--- config.mk ---
export PLATFORM = sky130hd
export DESIGN_NAME = otp_auth_fsm
export DESIGN_NICKNAME = d
export VERILOG_FILES = /design/src/rtl/otp_auth_fsm_pkg.sv /design/src/rtl/otp_lfsr16.sv /design/src/rtl/otp_auth_fsm.sv
export SDC_FILE = /design/constraint.sdc
export NUM_CORES = 1
export LEC_CHECK = 0
export BUFFER_PORTS_ARGS = -buffer_cell sky130_fd_sc_hd__buf_2
export CORE_MARGIN = 2
export CORE_UTILIZATION = 55
export DETAILED_ROUTE_END_ITERATION = 10
export GPL_TIMING_DRIVEN = 0
export PLACE_DENSITY = 0.75
export RECOVER_POWER = 50
export SLEW_MARGIN = 5
export SYNTH_ARGS = -nofsm -noshare
export SYNTH_HDL_FRONTEND = slang
export SYNTH_SLANG_ARGS = --single-unit
--- constraint.sdc ---
create_clock -name clk -period 3.19 [get_ports clk]
set_clock_uncertainty 0.15 [all_clocks]
set_input_delay 0.1595 -clock clk [delete_from_list [all_inputs] [get_ports clk]]
set_output_delay 0.1595 -clock clk [all_outputs]
set_load 0.02 [all_outputs]
--- src/rtl/otp_auth_fsm_pkg.sv ---
// Shared types and constants for the OTP authenticator session controller.
// Holds the state encoding, the LFSR tap mask, the display mode nibbles and the decimalise helper.
package otp_auth_fsm_pkg;

  localparam int unsigned OTP_W   = 16;
  localparam int unsigned DIGIT_W = 4;
  localparam int unsigned NDIGITS = 4;
  localparam int unsigned TIMER_W = 32;
  localparam int unsigned CNT_W   = 3;
  localparam int unsigned ATT_W   = 2;

  typedef enum logic [2:0] {
    ST_IDLE     = 3'd0,
    ST_ENTRY    = 3'd1,
    ST_UNLOCKED = 3'd2,
    ST_LOCKED   = 3'd3,
    ST_EXPIRED  = 3'd4
  } state_e;

  // Taps for x^16+x^14+x^13+x^11+1 in right-shifting Fibonacci form
  localparam logic [OTP_W-1:0] LFSR_TAPS = 16'h002D;

  localparam logic [DIGIT_W-1:0] MODE_UNLOCK = 4'b0111;
  localparam logic [DIGIT_W-1:0] MODE_LOCK   = 4'b0110;
  localparam logic [DIGIT_W-1:0] MODE_EXPIRE = 4'b0101;

  function automatic logic [DIGIT_W-1:0] mode_nibble(input state_e s);
    case (s)
      ST_UNLOCKED: return MODE_UNLOCK;
      ST_LOCKED:   return MODE_LOCK;
      ST_EXPIRED:  return MODE_EXPIRE;
      default:     return 4'h0;
    endcase
  endfunction

  // Folds each hex nibble into 0..9 so the OTP is always valid BCD
  function automatic logic [OTP_W-1:0] decimalise(input logic [OTP_W-1:0] v);
    logic [OTP_W-1:0] r;
    r = v;
    for (int i = 0; i < int'(NDIGITS); i++) begin
      if (v[i*4 +: 4] > 4'd9) r[i*4 +: 4] = v[i*4 +: 4] - 4'd10;
    end
    return r;
  endfunction

endpackage

--- src/rtl/otp_lfsr16.sv ---
// Free-running 16-bit Fibonacci LFSR; advances every cycle out of reset.
module otp_lfsr16
  import otp_auth_fsm_pkg::*;
#(
  parameter logic [15:0] SEED = 16'hACE1
) (
  input  logic        clk,
  input  logic        rstn,
  output logic [15:0] q
);

  logic [15:0] q_d;

  always_comb begin
    q_d = {^(q & LFSR_TAPS), q[15:1]};
  end

  always_ff @(posedge clk or negedge rstn) begin
    if (!rstn) q <= SEED;
    else       q <= q_d;
  end

endmodule

--- src/rtl/otp_auth_fsm.sv ---
// OTP session controller: generates the code, collects four digits, compares,
// counts wrong attempts and times expiry and lockout.
module otp_auth_fsm
  import otp_auth_fsm_pkg::*;
#(
  parameter logic [15:0] LFSR_SEED     = 16'hACE1,
  parameter int unsigned MAX_ATT       = 3,
  parameter int unsigned EXPIRE_CYCLES = 1_500_000_000,
  parameter int unsigned LOCK_CYCLES   = 1_000_000_000
) (
  input  logic        clk,
  input  logic        rstn,
  input  logic        gen,
  input  logic        digit_valid,
  input  logic [3:0]  digit_in,
  input  logic        submit,
  output logic        unlock,
  output logic        lock,
  output logic        expire,
  output logic [1:0]  wrng_att,
  output logic [15:0] user_otp,
  output logic [15:0] lfsr_otp
);

  localparam logic [TIMER_W-1:0] EXP_LAST  = TIMER_W'(EXPIRE_CYCLES - 1);
  localparam logic [TIMER_W-1:0] LOCK_LAST = TIMER_W'(LOCK_CYCLES - 1);
  localparam logic [ATT_W-1:0]   ATT_LAST  = ATT_W'(MAX_ATT - 1);
  localparam logic [CNT_W-1:0]   CNT_FULL  = CNT_W'(NDIGITS);

  state_e             state_q, state_d;
  logic [TIMER_W-1:0] timer_q, timer_d;
  logic [CNT_W-1:0]   cnt_q, cnt_d;
  logic [ATT_W-1:0]   att_q, att_d;
  logic [OTP_W-1:0]   user_q, user_d;
  logic [OTP_W-1:0]   otp_q, otp_d;
  logic               unlock_q, lock_q, expire_q;
  logic [OTP_W-1:0]   lfsr;

  otp_lfsr16 #(.SEED(LFSR_SEED)) u_lfsr (
    .clk  (clk),
    .rstn (rstn),
    .q    (lfsr)
  );

  // Next-state and datapath decode
  always_comb begin
    state_d = state_q;
    timer_d = timer_q;
    cnt_d   = cnt_q;
    att_d   = att_q;
    user_d  = user_q;
    otp_d   = otp_q;
    case (state_q)
      ST_IDLE, ST_UNLOCKED, ST_EXPIRED: begin
        if (gen) begin
          otp_d   = decimalise(lfsr);
          user_d  = '0;
          cnt_d   = '0;
          att_d   = '0;
          timer_d = '0;
          state_d = ST_ENTRY;
        end
      end
      ST_ENTRY: begin
        timer_d = timer_q + 32'd1;
        // Expiry outranks a same-cycle submit; a digit alongside submit is dropped
        if (timer_q == EXP_LAST) begin
          timer_d = '0;
          state_d = ST_EXPIRED;
        end else if (submit) begin
          if (cnt_q == CNT_FULL) begin
            if (user_q == otp_q) begin
              timer_d = '0;
              state_d = ST_UNLOCKED;
            end else if (att_q == ATT_LAST) begin
              timer_d = '0;
              state_d = ST_LOCKED;
            end else begin
              att_d  = att_q + 2'd1;
              user_d = '0;
              cnt_d  = '0;
            end
          end
        end else if (digit_valid && (digit_in <= 4'd9) && (cnt_q != CNT_FULL)) begin
          user_d = {user_q[11:0], digit_in};
          cnt_d  = cnt_q + 3'd1;
        end
      end
      ST_LOCKED: begin
        if (timer_q == LOCK_LAST) begin
          timer_d = '0;
          att_d   = '0;
          user_d  = '0;
          cnt_d   = '0;
          state_d = ST_IDLE;
        end else begin
          timer_d = timer_q + 32'd1;
        end
      end
      default: state_d = ST_IDLE;
    endcase
  end

  always_ff @(posedge clk or negedge rstn) begin
    if (!rstn) begin
      state_q  <= ST_IDLE;
      timer_q  <= '0;
      cnt_q    <= '0;
      att_q    <= '0;
      user_q   <= '0;
      otp_q    <= '0;
      unlock_q <= 1'b0;
      lock_q   <= 1'b0;
      expire_q <= 1'b0;
    end else begin
      state_q  <= state_d;
      timer_q  <= timer_d;
      cnt_q    <= cnt_d;
      att_q    <= att_d;
      user_q   <= user_d;
      otp_q    <= otp_d;
      unlock_q <= (state_d == ST_UNLOCKED);
      lock_q   <= (state_d == ST_LOCKED);
      expire_q <= (state_d == ST_EXPIRED);
    end
  end

  assign unlock   = unlock_q;
  assign lock     = lock_q;
  assign expire   = expire_q;
  assign wrng_att = att_q;
  assign user_otp = user_q;
  assign lfsr_otp = otp_q;

endmodule
Word level (Yosys, flattened, before mapping)
Index checks and enable logic that the tools add are counted.
{"block": "totals", "ff_bits": 91, "in_bits": 9, "out_inout_bits": 37}
{"block": "classes", "n_addsub": 7, "order_cmp": 5, "eq_ne": 24, "muxes": 46, "n_reduce_logical": 10}
{"operator": "32-bit 2-to-1 mux", "count": 7}
{"operator": "16-bit 2-to-1 mux", "count": 8}
{"operator": "32-bit one-hot mux with 3 select lines", "count": 1}
{"operator": "16-bit one-hot mux with 3 select lines", "count": 1}
{"operator": "3-bit 2-to-1 mux", "count": 15}
{"operator": "32-bit by 1-bit adder with 32-bit output, second input constant", "count": 1}
{"operator": "32-bit by 30-bit == test with 1-bit output, second input constant", "count": 1}
{"operator": "32-bit by 31-bit == test with 1-bit output, second input constant", "count": 1}
{"operator": "3-bit one-hot mux with 3 select lines", "count": 2}
{"operator": "16-bit == test", "count": 1}
{"operator": "4-bit greater-than comparator, second input constant", "count": 4}
{"operator": "4-bit 2-to-1 mux", "count": 4}
{"operator": "8-bit AND reduction", "count": 2}
{"operator": "16-bit XOR reduction", "count": 1}
{"operator": "4-bit subtractor, second input constant", "count": 4}
{"operator": "3-bit != test, second input constant", "count": 5}
{"operator": "2-bit 2-to-1 mux", "count": 7}
{"operator": "2-bit != test, second input constant", "count": 7}
{"operator": "3-bit by 2-bit == test with 1-bit output, second input constant", "count": 4}
{"operator": "3-bit == test, second input constant", "count": 3}
{"operator": "2-bit one-hot mux with 3 select lines", "count": 1}
{"operator": "4-bit less-or-equal comparator, second input constant", "count": 1}
{"operator": "2-bit AND reduction", "count": 2}
{"operator": "3-bit by 1-bit adder with 3-bit output, second input constant", "count": 1}
{"operator": "other kinds (7)", "count": 8}

Logic depth before layout (Yosys ltp)
{"block": "depth", "depth_word": 8, "depth_mapped": 9}

Cells and area by module
Synthesis repeated with hierarchy kept, for this count alone.
{"block": "hier_totals", "cells_unflattened": 495, "area_unflattened_um2": 4730.8}
{"mod": "otp_auth_fsm", "instances": 1, "cells_each": 461, "area_per_inst_um2": 4181.5, "seq_area_each_um2": 1876.8}
{"mod": "otp_lfsr16", "instances": 1, "cells_each": 34, "area_per_inst_um2": 549.3, "seq_area_each_um2": 410.4}

Worst setup path before layout
OpenSTA, ideal clock, no wires.
{"block": "synth_path", "path_type": "register to register", "start": "register timer_q[0]", "end": "register cnt_q[0]", "setup_time_ps": 128, "arrival_ps": 2149, "t_required_ps": 2912, "slack_ps": 764, "stages_incl_launch_ff": 9, "n_path_buf": 1, "period_less_slack_ps": 2426, "cell_sequence": "dfrtp_1 ha_1 and3_1 nand4_1 or4_4 o211ai_2 a21o_1 buf_6 mux2_1"}
{"block": "synth_between", "elab_chain_cells": 3}
{"item": "start: declaration", "line": "otp_auth_fsm.sv:31", "text": "logic [TIMER_W-1:0] timer_q, timer_d;"}
{"item": "start signal: assignment", "line": "otp_auth_fsm.sv:117", "text": "timer_q <= timer_d;"}
{"item": "32-bit by 30-bit == test with 1-bit output / 32-bit by 31-bit == test with 1-bit output (equally long branches)", "line": "otp_auth_fsm.sv:90, otp_auth_fsm.sv:67"}
{"item": "2-bit != test (no line)"}
{"item": "8-bit AND reduction (no line) (*)"}
{"item": "end signal: assignment", "line": "otp_auth_fsm.sv:118", "text": "cnt_q <= cnt_d;"}
{"item": "end: declaration", "line": "otp_auth_fsm.sv:32", "text": "logic [CNT_W-1:0] cnt_q, cnt_d;"}
Mark *: on every way between the ends. The rest lies on a longest branch, timed or not.
A chain may end at the register's enable or synchronous reset.

Worst setup path after layout
{"block": "layout_path", "start": "register timer_q[0]", "end": "register timer_q[16]"}
{"block": "layout_between", "elab_chain_cells": 7}
{"item": "32-bit by 1-bit adder with 32-bit output", "line": "otp_auth_fsm.sv:65, otp_auth_fsm.sv:97"}
{"item": "32-bit 2-to-1 mux", "line": "otp_auth_fsm.sv:75", "text": "end else if (att_q == ATT_LAST) begin"}
{"item": "32-bit 2-to-1 mux", "line": "otp_auth_fsm.sv:72", "text": "if (user_q == otp_q) begin"}
{"item": "32-bit 2-to-1 mux", "line": "otp_auth_fsm.sv:71", "text": "if (cnt_q == CNT_FULL) begin"}
{"item": "32-bit 2-to-1 mux", "line": "otp_auth_fsm.sv:70", "text": "end else if (submit) begin"}
{"item": "32-bit 2-to-1 mux", "line": "otp_auth_fsm.sv:67", "text": "if (timer_q == EXP_LAST) begin"}
{"item": "32-bit one-hot mux with 3 select lines (*)", "line": "otp_auth_fsm.sv:53", "text": "case (state_q)"}
Marks and branches as above.

==> impl_metrics.toml <==
[status]
status = "finished, violations left"
violations = "capacitance limit, slew limit"

[route]
wl_per_cell_um = 17.0
routed_wl_mm = 10.9
vias = 3852
first_iter_violations = 288
drcViolationCount = 0
ant_nets = 0
vias_per_cell = 5.99
first_pass_iters = 5

[grt]
grtUsageTotal = 0.255
grt.overflow.total = 0
grt_pass1_vias = 3533
grt_antenna_before_repair = 0
grt_max_degree = 53
grt_pass1_wl_mm = 17.8

[worst_setup_path]
rrSetupSlack_ps = 280
crit_top_cell = "clkbuf_1"
start_kind = "flop"
cp_slowest_cell = "clkbuf_1"
criticalPathCategory = "flop to flop"
end_kind = "flop"
cp_max_fo = 10
cp.arrival_ps = 3020
required_ps = 3300
critPathMaxStageDelay_ps = 470
path_cells = "ha_1, and3_1, nand4_1, o31ai_2, a21oi_1, clkbuf_1, clkbuf_1, o21ai_1, o41ai_1"

[logic_synthesis]
yosys_register_bits = 91
synth_ff_type = "dfrtp_1"
yosys-top-cells-area = "dfrtp_1, dfstp_2, nand2_1, mux2i_1, o21ai_0"
synth_edf_count = 0
synthCells = 471
yosys.area.top_type = "dfrtp_1"
synth_warnings = 0
avgSynthCellArea_um2 = 9.85
synth_area_mm2 = 0.00464
synth.distinct_cells = 57
syn-num-nets = 490
synth-seq-area-share = 0.493
ys_async_sr_fraction = 1.00
synth_top_cell_area_share = 0.448

[job]
maxCapViolCount = 1

[sta]
max_freq_mhz = 344
tns_ps = 0
setup_viol = 0
slew_viol_final = 40
worstMarginPinSlew_ps = 2230
fin_crit_ps = 2910
finalCritPeriodShare = 0.912
hold_violations = 0
slew_headroom = -0.485
grt_setup_unrepaired = "no"

[clock_tree]
clkTransAtPathRegs_ps = 100
cts_max_path_buffers = 2
cts.sinks = 91
clk_latency_ps = 370
cts_made_buffers = 9
cts_tree = "yes"
cts.htree.levels = 3
cts_root_buf = "clkbuf_8"

[final_layout]
area_growth_pct = 13.7
final_cell_mix = "dfrtp_1, nand2_1, buf_2, o21ai_0, inv_1"
multiInputGateArea_mm2 = 0.00214
final_common_cell = "dfrtp_1"
diodes = 0
utilization = 0.645
seqCellArea_mm2 = 0.00229
fillerInstances = 684
drive_gt1_frac = 0.145
final_nets = 552

[floorplanning]
coreArea_mm2 = 0.00818
dieArea_mm2 = 0.00918
die_w_um = 95.8
fp.dieH_um = 95.8
placementRows = 33
io_pins = 46
initial_utilization = 0.567

[placed_design]
place.gp.congestion = 0.871
dpl.hpwl_mm = 7.92
portBuffers = 45

[power]
pwr-share-seq = 0.402
clkPwrFrac = 0.202
internal_power_w = 0.00220
p_leak_nw = 2.35
power.density_mw_per_mm2 = 731
p_switching_w = 0.00166
switching_share = 0.430
irDropWorstVdd_mv = 0.420
p_comb_frac = 0.396

[hold_path]
hold_path.class = "input port to flop"
-- layer usage --
| metal | routed length (um) | vias to the layer above | GRT usage |
|---|---|---|---|
| met5 | 0 | - | 0 |
| met4 | 120 | 0 | 0.0690 |
| met3 | 528 | 12 | 0.0462 |
| met2 | 4960 | 91 | 0.365 |
| met1 | 5320 | 1912 | 0.396 |
| li1 | - | 1837 | - |
-- power groups by stage --
stage,sequential [W],combinational [W],clock [W]
after global routing,0.00158,0.00168,0.000841
after global placement,0.00155,0.00148,0
final,0.00155,0.00153,0.000779
after floorplan,0.00164,0.000956,0
after CTS,0.00154,0.00153,0.000792
after detailed placement,0.00156,0.00152,0
-- metrics by stage --
stage / cells / area (um^2) / power (W) / setup slack [ps] / hold WS [ps]
after global routing: 643 / 5280 / 0.00410 / 24.3 / 109
final: 643 / 5280 / 0.00385 / 280 / 94.4
after CTS: 643 / 5280 / 0.00386 / 262 / 80.9
after floorplan: 471 / 4640 / 0.00260 / 764 / -286
after detailed placement: 622 / 5020 / 0.00308 / 307 / 25.0
after global placement: 621 / 4990 / 0.00303 / 326 / 209
-- flip-flops by register name, indices dropped and copies added, names as in the netlist --
| signal | count |
|---|---|
| user_otp | 16 |
| expire | 1 |
| cnt_q | 3 |
| timer_q | 32 |
| u_lfsr.q | 16 |
| wrng_att | 2 |
| unlock | 1 |
| lock | 1 |
| lfsr_otp | 16 |
| state_q | 3 |
-- repair_timing --
action	in CTS	in global routing
buffers inserted	0	0
setup endpoints to repair	0	4
hold endpoints to repair	43	0
hold buffers	5	0
gates resized for setup	0	1
-- critical path, delay by kind of cell, from the launching register on --
kind,cells,cell delay (ps)
buffers and inverters,2,860
AOI/OAI and AO/OA,4,650
adders and majority gates,1,250
and+or+nand+nor,2,470
DFF,1,430
-- final timing paths --
kind	start	cells after the start	endpoint
max	timer_q[0]	9	timer_q[16]
min	submit	3	cnt_q[0]
max reg2reg	timer_q[0]	9	timer_q[16]
min reg2reg	u_lfsr.q[12]	0	u_lfsr.q[11]
max in group asynchronous	rstn	2	lfsr_otp[1]
min in group asynchronous	rstn	2	timer_q[23]
-- cell usage after synthesis (8+ instances only) --
cell type	n
dfrtp_1	83
nand2_1	51
o21ai_0	35
inv_1	32
nand3_1	23
nor2_1	21
mux2i_1	19
xnor2_1	19
nor3_1	17
o21ai_1	14
nand4_1	13
clkbuf_1	12
o31ai_1	11
ha_1	10
dfstp_2	8
-- final cells by class --
class                      instances  area share
clock buffer                       9      0.0235
sequential                        91       0.434
tap                              105      0.0249
buffer                            18      0.0180
clock inverter                     7      0.0145
multi-input combinational        330       0.407
timing repair buffer              51      0.0562
inverter                          32      0.0228
-- cells by family (layout without fill, tap and decap cells) --
| group | after synthesis | in the layout | synth area share |
|---|---|---|---|
| AND/OR/NAND/NOR | 163 | 163 | 0.181 |
| flip-flops | 91 | 91 | 0.493 |
| AO/OA/AOI/OAI | 109 | 109 | 0.152 |
| XOR/XNOR | 20 | 20 | 0.0378 |
| multiplexers | 28 | 28 | 0.0629 |
| buffers and inverters | 50 | 117 | 0.0464 |
| adder cells (fa/ha/maj) | 10 | 10 | 0.0270 |
No activity file was read; power rests on OpenSTA's default activity.
